### src/rtl/motion_update_broadcast_ctrl_if.sv
// motion_update_broadcast_ctrl_if: engine request bus plus cache broadcast bus around the motion-update controller
interface motion_update_broadcast_ctrl_if #(
    parameter int NUM_REQ       = 4,
    parameter int DATA_WIDTH    = 32,
    parameter int CELL_ID_WIDTH = 4
);
    logic                               start;
    logic [NUM_REQ-1:0]                 req_valid;
    logic [NUM_REQ*3*DATA_WIDTH-1:0]    req_data;
    logic [NUM_REQ*3*CELL_ID_WIDTH-1:0] req_dst_cell;
    logic [NUM_REQ-1:0]                 req_done;
    logic [NUM_REQ-1:0]                 req_ready;
    logic                               motion_update_enable;
    logic [3*DATA_WIDTH-1:0]            out_data;
    logic [3*CELL_ID_WIDTH-1:0]         out_dst_cell;
    logic                               out_data_valid;
    logic                               busy;
    logic                               done;
    logic [15:0]                        particle_count;
    logic [15:0]                        drop_count;
    modport master (
        input  start, req_valid, req_data, req_dst_cell, req_done,
        output req_ready, motion_update_enable, out_data, out_dst_cell, out_data_valid,
               busy, done, particle_count, drop_count
    );
    modport slave (
        output start, req_valid, req_data, req_dst_cell, req_done,
        input  req_ready, motion_update_enable, out_data, out_dst_cell, out_data_valid,
               busy, done, particle_count, drop_count
    );
endinterface

### src/rtl/motion_update_broadcast_ctrl.sv
// motion_update_broadcast_ctrl: round-robin motion-update broadcast pass with enable cooldown before done
module motion_update_broadcast_ctrl #(
    parameter int NUM_REQ         = 4,
    parameter int DATA_WIDTH      = 32,
    parameter int CELL_ID_WIDTH   = 4,
    parameter int CELL_X_MAX      = 4,
    parameter int CELL_Y_MAX      = 4,
    parameter int CELL_Z_MAX      = 4,
    parameter int COOLDOWN_CYCLES = 3
) (
    input logic clk,
    input logic rst,
    motion_update_broadcast_ctrl_if.master bus
);
    localparam int PW = NUM_REQ > 1 ? $clog2(NUM_REQ) : 1;
    localparam int DW = 3 * DATA_WIDTH;
    localparam int CW = 3 * CELL_ID_WIDTH;
    localparam logic [2:0] IDLE     = 3'd0;
    localparam logic [2:0] RUN      = 3'd1;
    localparam logic [2:0] DRAIN    = 3'd2;
    localparam logic [2:0] COOLDOWN = 3'd3;
    localparam logic [2:0] DONE     = 3'd4;
    localparam logic [CELL_ID_WIDTH-1:0] X_MAX = CELL_ID_WIDTH'(CELL_X_MAX);
    localparam logic [CELL_ID_WIDTH-1:0] Y_MAX = CELL_ID_WIDTH'(CELL_Y_MAX);
    localparam logic [CELL_ID_WIDTH-1:0] Z_MAX = CELL_ID_WIDTH'(CELL_Z_MAX);
    localparam logic [15:0] CD_LAST = 16'(COOLDOWN_CYCLES - 1);

    logic [2:0]               state;
    logic [PW-1:0]            ptr;
    logic [PW-1:0]            gnt_idx;
    logic [PW-1:0]            ptr_next;
    logic                     gnt_any;
    logic [NUM_REQ-1:0]       done_lat;
    logic                     all_done;
    logic [15:0]              cd_cnt;
    logic [DW-1:0]            sel_data;
    logic [CW-1:0]            sel_dst;
    logic [CELL_ID_WIDTH-1:0] sel_x;
    logic [CELL_ID_WIDTH-1:0] sel_y;
    logic [CELL_ID_WIDTH-1:0] sel_z;
    logic                     in_range;
    logic                     beat;
    logic [DW-1:0]            out_data_q;
    logic [CW-1:0]            out_dst_q;
    logic                     out_valid_q;
    logic [15:0]              part_cnt;
    logic [15:0]              drop_cnt;
    int                       j;

    // Scan from the farthest offset down so the requester closest to ptr wins.
    always_comb begin
        gnt_any = 1'b0;
        gnt_idx = ptr;
        j = 0;
        for (int k = NUM_REQ - 1; k >= 0; k--) begin
            j = int'(ptr) + k;
            j = j >= NUM_REQ ? j - NUM_REQ : j;
            if (state == RUN && bus.req_valid[j]) begin
                gnt_any = 1'b1;
                gnt_idx = PW'(j);
            end
        end
    end

    assign ptr_next = gnt_idx == PW'(NUM_REQ - 1) ? '0 : gnt_idx + 1'b1;
    assign sel_data = bus.req_data[int'(gnt_idx)*DW +: DW];
    assign sel_dst  = bus.req_dst_cell[int'(gnt_idx)*CW +: CW];
    assign sel_x    = sel_dst[CW-1 -: CELL_ID_WIDTH];
    assign sel_y    = sel_dst[2*CELL_ID_WIDTH-1 -: CELL_ID_WIDTH];
    assign sel_z    = sel_dst[CELL_ID_WIDTH-1:0];
    assign in_range = sel_x != '0 && sel_x <= X_MAX && sel_y != '0 && sel_y <= Y_MAX &&
                      sel_z != '0 && sel_z <= Z_MAX;
    assign beat     = gnt_any && in_range;
    assign all_done = &(done_lat | bus.req_done);

    always_ff @(posedge clk) begin
        if (rst) begin
            state       <= IDLE;
            ptr         <= '0;
            done_lat    <= '0;
            cd_cnt      <= '0;
            out_data_q  <= '0;
            out_dst_q   <= '0;
            out_valid_q <= 1'b0;
            part_cnt    <= '0;
            drop_cnt    <= '0;
        end else begin
            out_valid_q <= beat;
            out_data_q  <= beat ? sel_data : '0;
            out_dst_q   <= beat ? sel_dst : '0;
            case (state)
                IDLE: if (bus.start) begin
                    state    <= RUN;
                    part_cnt <= '0;
                    drop_cnt <= '0;
                end
                RUN: begin
                    done_lat <= done_lat | bus.req_done;
                    if (gnt_any) begin
                        ptr      <= ptr_next;
                        part_cnt <= part_cnt + 16'(in_range && part_cnt != 16'hFFFF);
                        drop_cnt <= drop_cnt + 16'(!in_range && drop_cnt != 16'hFFFF);
                    end else if (all_done) begin
                        state <= DRAIN;
                    end
                end
                DRAIN: begin
                    state  <= COOLDOWN;
                    cd_cnt <= '0;
                end
                COOLDOWN: begin
                    state  <= cd_cnt == CD_LAST ? DONE : COOLDOWN;
                    cd_cnt <= cd_cnt + 16'd1;
                end
                DONE: begin
                    state    <= IDLE;
                    done_lat <= '0;
                end
                default: state <= IDLE;
            endcase
        end
    end

    assign bus.req_ready            = gnt_any ? NUM_REQ'(1) << gnt_idx : '0;
    assign bus.motion_update_enable = state == RUN || state == DRAIN;
    assign bus.out_data             = out_data_q;
    assign bus.out_dst_cell         = out_dst_q;
    assign bus.out_data_valid       = out_valid_q;
    assign bus.busy                 = state != IDLE;
    assign bus.done                 = state == DONE;
    assign bus.particle_count       = part_cnt;
    assign bus.drop_count           = drop_cnt;
endmodule
### src/flat_wrapper.sv
// flat-port wrapper written by rule: the top's interface ports become plain ports
module motion_update_broadcast_ctrl_flat 
#(
    parameter int NUM_REQ         = 4,
    parameter int DATA_WIDTH      = 32,
    parameter int CELL_ID_WIDTH   = 4,
    parameter int CELL_X_MAX      = 4,
    parameter int CELL_Y_MAX      = 4,
    parameter int CELL_Z_MAX      = 4,
    parameter int COOLDOWN_CYCLES = 3
)
  (clk, rst, bus_start, bus_req_valid, bus_req_data, bus_req_dst_cell, bus_req_done, bus_req_ready, bus_motion_update_enable, bus_out_data, bus_out_dst_cell, bus_out_data_valid, bus_busy, bus_done, bus_particle_count, bus_drop_count);
  motion_update_broadcast_ctrl_if #(.NUM_REQ(NUM_REQ), .DATA_WIDTH(DATA_WIDTH), .CELL_ID_WIDTH(CELL_ID_WIDTH)) bus_i ();
  input logic clk;
  input logic rst;
  input wire logic [$bits(bus_i.start)-1:0] bus_start;
  input wire logic [$bits(bus_i.req_valid)-1:0] bus_req_valid;
  input wire logic [$bits(bus_i.req_data)-1:0] bus_req_data;
  input wire logic [$bits(bus_i.req_dst_cell)-1:0] bus_req_dst_cell;
  input wire logic [$bits(bus_i.req_done)-1:0] bus_req_done;
  output wire logic [$bits(bus_i.req_ready)-1:0] bus_req_ready;
  output wire logic [$bits(bus_i.motion_update_enable)-1:0] bus_motion_update_enable;
  output wire logic [$bits(bus_i.out_data)-1:0] bus_out_data;
  output wire logic [$bits(bus_i.out_dst_cell)-1:0] bus_out_dst_cell;
  output wire logic [$bits(bus_i.out_data_valid)-1:0] bus_out_data_valid;
  output wire logic [$bits(bus_i.busy)-1:0] bus_busy;
  output wire logic [$bits(bus_i.done)-1:0] bus_done;
  output wire logic [$bits(bus_i.particle_count)-1:0] bus_particle_count;
  output wire logic [$bits(bus_i.drop_count)-1:0] bus_drop_count;
  assign bus_i.start = bus_start;
  assign bus_i.req_valid = bus_req_valid;
  assign bus_i.req_data = bus_req_data;
  assign bus_i.req_dst_cell = bus_req_dst_cell;
  assign bus_i.req_done = bus_req_done;
  assign bus_req_ready = bus_i.req_ready;
  assign bus_motion_update_enable = bus_i.motion_update_enable;
  assign bus_out_data = bus_i.out_data;
  assign bus_out_dst_cell = bus_i.out_dst_cell;
  assign bus_out_data_valid = bus_i.out_data_valid;
  assign bus_busy = bus_i.busy;
  assign bus_done = bus_i.done;
  assign bus_particle_count = bus_i.particle_count;
  assign bus_drop_count = bus_i.drop_count;
  motion_update_broadcast_ctrl #(.NUM_REQ(NUM_REQ), .DATA_WIDTH(DATA_WIDTH), .CELL_ID_WIDTH(CELL_ID_WIDTH), .CELL_X_MAX(CELL_X_MAX), .CELL_Y_MAX(CELL_Y_MAX), .CELL_Z_MAX(CELL_Z_MAX), .COOLDOWN_CYCLES(COOLDOWN_CYCLES)) u_core (.clk(clk), .rst(rst), .bus(bus_i));
endmodule
### config.mk
export PLATFORM = sky130hd
export DESIGN_NAME = motion_update_broadcast_ctrl_flat
export DESIGN_NICKNAME = d
export VERILOG_FILES = /design/src/rtl/motion_update_broadcast_ctrl_if.sv /design/src/rtl/motion_update_broadcast_ctrl.sv /design/src/flat_wrapper.sv
export SDC_FILE = /design/constraint.sdc
export NUM_CORES = 1
export LEC_CHECK = 0
export BUFFER_PORTS_ARGS = -buffer_cell sky130_fd_sc_hd__buf_2
export CORE_AREA = 8 8 223 225
export DETAILED_ROUTE_END_ITERATION = 8
export DIE_AREA = 0 0 231 233
export SETUP_SLACK_MARGIN = 0.4
export SYNTH_ARGS = -nofsm -noshare
export SYNTH_HDL_FRONTEND = slang
export SYNTH_SLANG_ARGS = --single-unit
export TNS_END_PERCENT = 50
### constraint.sdc
create_clock -name clk -period 11.76 [get_ports clk]
set_input_delay 0 -clock clk [delete_from_list [all_inputs] [get_ports clk]]
set_output_delay 0 -clock clk [all_outputs]
set_load 0.01 [all_outputs]
# Word-level counts from Yosys, hierarchy flattened
# Cells that the tools add are included.
# Widths: inputs -> output; s select.
[word_totals]
wordCells = 115
ramBits = 0
mem_count = 0
output_inout_bits = 148
ff_bits = 166
latch_bits = 0
rom_bits = 0
[classes]
shifts = 3
n_bitwise = 2
reduce_logical = 27
n_div = 0
order_cmp = 11
multipliers = 2
eq_ne = 12
n_mux = 38
addsub = 11
[ops]
columns = ["op", "count"]
rows = [
  ["$shiftx 384x32->96", 1],
  ["$lt 32x4->1 const B", 4],
  ["$mux 32", 4],
  ["$ge 32x4->1 const B", 3],
  ["$pmux 16 s2", 3],
  ["$sub 32x4->32 const B", 3],
  ["$mux 16", 3],
  ["$shiftx 48x32->12", 1],
  ["$add 16x1->16", 2],
  ["$ne 16x16->1 const B", 2],
  ["$add 16x1->16 const B", 1],
  ["$eq 16x2->1 const B", 1],
  ["$le 4x3->1 const B", 3],
  ["$logic_and 1x1->1", 12],
  ["$mux 1", 12],
  ["$mux 3", 4],
  ["$pmux 3 s4", 1],
  ["$reduce_bool 4->1", 3],
  ["$mux 2", 5],
  ["$bmux 1 s2", 4],
  ["$mul 2x2->4 const B", 2],
  ["$pmux 4 s2", 1],
  ["$add 2x2->3 const B", 2],
  ["$eq 3x2->1 const B", 2],
  ["other kinds (22)", 27],
]

# Longest topological paths before layout
[logic_depth]
word_depth = 24
ltp_mapped = 20
mapped_depth_nobuf = 16

# Worst setup path after synthesis
# OpenSTA, ideal clock, no wires.
[synth_timing]
path_type = "register -> register"
start = "register u_core.state[0]"
end = "register u_core.part_cnt[10], in the netlist u_core.bus.particle_count[10]"
setup_time_ns = 0.128
n_path_buf = 4
stages_incl_launch_ff = 21
t_arrival_ns = 3.785
slack_ns = 7.847
path_cell_list = "dfxtp_1 > buf_4 > or3b_4 > buf_2 > a21oi_2 > o221ai_2 > nand2_4 > inv_2 > or4b_1 > a211oi_2 > o211ai_2 > buf_4 > buf_6 > nor3_2 > ha_1 > nand2_1 > nor2_1 > nand3_1 > nor2_1 > xnor2_1 > nor2_1"
[synth_via]
elab_chain_cells = 18
[synth_lines]
columns = ["element", "line", "rtl"]
rows = [
  ["start, declared", "motion_update_broadcast_ctrl.sv:28", "logic [2:0] state;"],
  ["start signal, assigned", "motion_update_broadcast_ctrl.sv:112", "state <= cd_cnt == CD_LAST ? DONE : COOLDOWN;"],
  ["$eq 3x1->1", "motion_update_broadcast_ctrl.sv:58, motion_update_broadcast_ctrl.sv:91", ""],
  ["$logic_and 1x1->1", "motion_update_broadcast_ctrl.sv:58", "if (state == RUN && bus.req_valid[j]) begin"],
  ["$mux 2 (4 in a row)", "motion_update_broadcast_ctrl.sv:58", ""],
  ["$mul 2x2->4", "motion_update_broadcast_ctrl.sv:67", "assign sel_dst = bus.req_dst_cell[int'(gnt_idx)*CW +: CW];"],
  ["$shiftx 48x32->12", "motion_update_broadcast_ctrl.sv:67", ""],
  ["$le 4x3->1 or $reduce_bool 4->1 (tied branches)", "motion_update_broadcast_ctrl.sv:71", "assign in_range = sel_x != '0 && sel_x <= X_MAX && sel_y != '0 && sel_y <= Y_MAX &&"],
  ["$logic_and 1x1->1 (4 in a row)", "motion_update_broadcast_ctrl.sv:71", ""],
  ["$logic_and 1x1->1", "motion_update_broadcast_ctrl.sv:72", "sel_z != '0 && sel_z <= Z_MAX;"],
  ["$logic_and 1x1->1", "motion_update_broadcast_ctrl.sv:101", "part_cnt <= part_cnt + 16'(in_range && part_cnt != 16'hFFFF);"],
  ["$add 16x1->16", "motion_update_broadcast_ctrl.sv:101", ""],
  ["$mux 16", "motion_update_broadcast_ctrl.sv:99", "if (gnt_any) begin"],
  ["$pmux 16 s2", "motion_update_broadcast_ctrl.sv:91", "case (state)"],
  ["end signal, assigned", "motion_update_broadcast_ctrl.sv:101", ""],
  ["end, declared", "motion_update_broadcast_ctrl.sv:46", "logic [15:0] part_cnt;"],
]
# Several ways; a longest one is shown, not always the timed one. The select of a mux whose other input is x is not followed.
# A chain may end at the register's enable or synchronous reset.

# Worst setup path in the final report
[layout_timing]
start = "register u_core.state[0]"
end = "register u_core.drop_cnt[9], in the netlist u_core.bus.drop_count[9]"
[layout_via]
elab_chain_cells = 19
[layout_lines]
columns = ["element", "line", "rtl"]
rows = [
  ["$eq 3x1->1", "motion_update_broadcast_ctrl.sv:58, motion_update_broadcast_ctrl.sv:91", ""],
  ["$logic_and 1x1->1", "motion_update_broadcast_ctrl.sv:58", ""],
  ["$mux 2 (4 in a row)", "motion_update_broadcast_ctrl.sv:58", ""],
  ["$mul 2x2->4", "motion_update_broadcast_ctrl.sv:67", ""],
  ["$shiftx 48x32->12", "motion_update_broadcast_ctrl.sv:67", ""],
  ["$le 4x3->1 or $reduce_bool 4->1 (tied branches)", "motion_update_broadcast_ctrl.sv:71", ""],
  ["$logic_and 1x1->1 (4 in a row)", "motion_update_broadcast_ctrl.sv:71", ""],
  ["$logic_and 1x1->1", "motion_update_broadcast_ctrl.sv:72", ""],
  ["$logic_not 1->1", "motion_update_broadcast_ctrl.sv:102", "drop_cnt <= drop_cnt + 16'(!in_range && drop_cnt != 16'hFFFF);"],
  ["$logic_and 1x1->1", "motion_update_broadcast_ctrl.sv:102", ""],
  ["$add 16x1->16", "motion_update_broadcast_ctrl.sv:102", ""],
  ["$mux 16", "motion_update_broadcast_ctrl.sv:99", ""],
  ["$pmux 16 s2", "motion_update_broadcast_ctrl.sv:91", ""],
  ["end signal, assigned", "motion_update_broadcast_ctrl.sv:102", ""],
  ["end, declared", "motion_update_broadcast_ctrl.sv:47", "logic [15:0] drop_cnt;"],
]
# Several ways; a longest one is shown, not always the timed one. The select of a mux whose other input is x is not followed.

==> results summary <==
The peak ir drop on the vdd network is between 0.09 and 0.1 mV. The startpoint class of the critical path is a flip-flop. For the worst-skew pair, the clock arrives at the later sink with an insertion delay of ~0.44 ns. The signal on the critical path passes through nor3b_1 > o211a_1 > or2_4 > inv_4 > mux2_2 > xor2_4 > buf_4 > buf_4 > o32a_1 > ha_1 > and3_1 > nor2b_1 > nand4_1 > xor2_1 > nor2_1. The timing startpoint of the critical path is u_core.state[0].

The area of the die came out at ~0.054 mm2. The unique cell type count in the Yosys netlist came out at between 60 and 70. The initial core utilization is 20.7%.

The max-slew violation total from the final report came to 0. The routed design could run at a clock period as short as 6.09 ns. The most used flip-flop cell after synthesis is dfxtp_1. The remaining number of nets flagged by the antenna check after routing is 0.

The number of search-and-repair iterations in the first detailed-routing pass is 8. The post-synthesis instance total is about 1400. The deepest clock path buffer count is 2. TritonCTS built the clock tree. The total clock sinks came out at 166. The highest achievable clock rate came out at around 0.16 GHz. The kind of cell with the highest combined delay along the critical path is simple AND/OR/NAND/NOR gates. The repair_antennas step left the layout with diodes totalling 0.

The startpoint identified for the worst register-to-register timing path is u_core.state[0]. Setup repair after global routing left no endpoint under its margin. The number of standard-cell rows in the floorplan is a little under 80. The number of fillers in the final layout is between 4000 and 5000.

The required time of the worst setup path came out at about 12 ns. The number of synthesized flops with an enable pin came out at 0. For this block, the routed nets add up to between 40000 and 50000 um of wire. dfxtp_1 takes more of the synthesized area than any other cell. For this design the ratio of total power to cell area is approximately 130 mW/mm2. The total congestion overflow after global routing came out at 0.

The via count of the first global-routing pass is 13400. The top cell type's share of synthesized area came out at between 30% and 40%. The multi-input gate area in the final layout is approximately 0.0058 mm2. The number of buffers created by CTS is 17.

The category of the worst setup path capture point is a flip-flop. Setup violations remaining at the end of the flow were counted as 0. The final critical-path share of the clock period is approximately 52%. The max capacitance violation total came out at 0. For the final database, setup skew stands at 0.0102 ns. In this design, the critical path's most frequently occurring cell is buf_4. The post-synthesis sequential area ratio came out at about a third. Once routing completed, OpenROAD measured the worst setup slack at around 5.7 ns. By area the synthesized netlist is led by dfxtp_1, nand2_1, nand3_1. The transition at the pin with the smallest max-transition slack came out at roughly 1.1 ns. The tree is rooted in a clkbuf_16.

Entering global routing, the biggest net connects 90 pins. The final weighted congestion in routability-driven placement came out at 0.926. The detailed placement HPWL came out at approximately 35000 um. The slowest stage of the critical path is the nor3b_1 cell. Input and output buffers added on the ports amount to just under 600. In the final routed layout, each cell accounts on average for approximately 17 um.

The count of state elements after synthesis is roughly 170. The top-level port count is roughly 600. Power comes to approximately 2100 uW. The total negative slack for setup checks is 0 ns.

The register area came out at around 0.0033 mm2. The core utilization of the finished layout is a little over a third. The global-route usage over all layers is roughly 17%. The vertical die dimension came out at ~230 um.

The pre-CTS setup slack is ~5.8 ns. The placeable core area came out at about 0.046 mm2. In the routed design, unresolved DRC markers number 0. The level count of the clock H-tree came out at 4. The warning count from the yosys run came out at 0. The area growth from synthesis to layout is 72.7%. The worst hold slack after final layout came out at about 0.016 ns. The delay contributed by the slowest stage of the critical path is around 0.77 ns.

The clock input transition at the sequential cells of the worst setup and hold paths came out at about 0.070 ns. The number of nets in the layout is roughly 2700. The fraction of registers with async set/reset came out at 0%.

The static leakage is about 0.0072 uW. Of all nets on the critical path, the largest fanout is 57. The arrival time at the worst endpoint is between 6 and 7 ns. The post-route netlist has between 30% and 40% of its cells at a drive strength greater than 1. The first global-routing pass estimated 72600 um of wire. The initial antenna violation count is 0. The worst hold path begins at bus_req_data[101]. The buffering stage count on the worst path with inverters included is 3. In this run the worst hold path is classified as primary input to flip-flop. The count of instances resized after the clock tree is built came out at 0. Across all layers, the routed design uses 13300 vias. The number of failing hold endpoints at the final stage came out at 0.

The per-cell via count in the routed design is around 4.7. The number of DRC markers after the initial detailed-route iteration is 1109. A synthesized cell averages between 6 and 7 um2. The horizontal extent of the die is between 200 and 250 um. The worst pin sits at a relative slew slack of 28.1%.

The worst setup path is of the flip-flop to flip-flop kind. The run finished with clean final reports. After synthesis the cells add up to around 0.0096 mm2.
-- worst min-delay path, stage by stage --
cell and delay, ns:
buf_2 0.10, nand2_1 0.05, nand3_1 0.07, nand3_1 0.13, nor3_1 0.06
-- cell type report --
class / count / share of cell area [%]
inverters: 8 / 0.227
repair buffers: 897 / 36.3
clock buffers: 19 / 2.68
flip-flops and latches: 166 / 20.1
clock inverters: 13 / 1.04
multi-input cells: 1138 / 35.0
well taps: 607 / 4.60
-- where the power goes --
| part | total [uW] | internal, uW | switching, uW |
|---|---|---|---|
| registers | 577 | 569 | 7.88 |
| logic | 921 | 383 | 538 |
| clock network | 599 | 343 | 256 |
-- path summary, 6_finish.rpt --
check,cells past startpoint,endpoint,slack [ns]
max,15,u_core.bus.drop_count[9],5.67
min reg2reg,2,u_core.done_lat[2],0.48
max reg2reg,15,u_core.bus.drop_count[9],5.67
min,5,u_core.bus.out_data[5],0.02
-- flip-flops by register name, summed over array words and instances (netlist names) --
name / cells
u_core.bus.drop_count: 16
u_core.ptr: 2
u_core.cd_cnt: 16
u_core.bus.out_dst_cell: 12
u_core.bus.out_data_valid: 1
u_core.bus.out_data: 96
u_core.state: 3
u_core.bus.particle_count: 16
u_core.done_lat: 4
-- metal layers --
layer	vias to the layer above	GRT usage (%)	wire [um]
li1	6410	-	-
met2	669	29.7	24100
met4	0	6.55	1520
met1	6144	19.1	18800
met3	90	4.79	4180
met5	-	0	0
-- Yosys cell counts, drive strengths merged, types with 3 or more instances --
library cell and count:
a211oi 5, ha 10, nor4b 4, mux2 3, nor2b 9, and3 7, or3 7, nand3 318
xnor2 11, clkbuf 78, or4 3, buf 35, nand2 437, a21oi 16, xor2 35, nor2 68
dfxtp 166, o22ai 4, nor3 112, mux2i 5, and2 7, o21ai 18, nor4 11, and4 4
inv 8, nand4 10
-- repair_timing --
action	4_1_cts	5_1_grt
setup buffers	0	0
endpoints found under the hold margin	113	0
hold buffers	294	0
-- logic make-up after synthesis --
logic type | Yosys count | share of synthesized area (%)
DFF | 166 | 34.8
muxes | 9 | 1.11
buffers and inverters | 121 | 5.21
AOI/OAI and AO/OA | 62 | 4.54
other | 1 | 0.0392
adders and majority gates | 10 | 1.31
and+or+nand+nor | 1008 | 48.7
xor gates and xnor gates | 46 | 4.29
-- placed cells by master, fill, tap and decap left out, types with 5 or more instances in the layout --
| master | n |
|---|---|
| buf_2 | 590 |
| nand2_1 | 436 |
| nand3_1 | 318 |
| dlygate4sd3_1 | 294 |
| dfxtp_1 | 166 |
| nor3_1 | 91 |
| nor2_1 | 68 |
| xor2_1 | 34 |
| nor3_2 | 21 |
| o21ai_0 | 17 |
| clkbuf_16 | 17 |
| a21oi_1 | 15 |
| buf_4 | 13 |
| nor4_1 | 11 |
| xnor2_1 | 11 |
| nand4_1 | 10 |
| ha_1 | 10 |
| nor2b_1 | 9 |
| and3_1 | 7 |
| or3_1 | 7 |
| inv_1 | 6 |
| and2_1 | 6 |
| mux2i_1 | 5 |
-- through the flow --
stage / area, um2 / cells
5_1_grt: 16500 / 2848
3_5_place_dp: 12900 / 2522
6_report: 16500 / 2848
3_3_place_gp: 12900 / 2522
4_1_cts: 16500 / 2848
2_1_floorplan: 9560 / 1425
(Power assumes the default switching activity.)
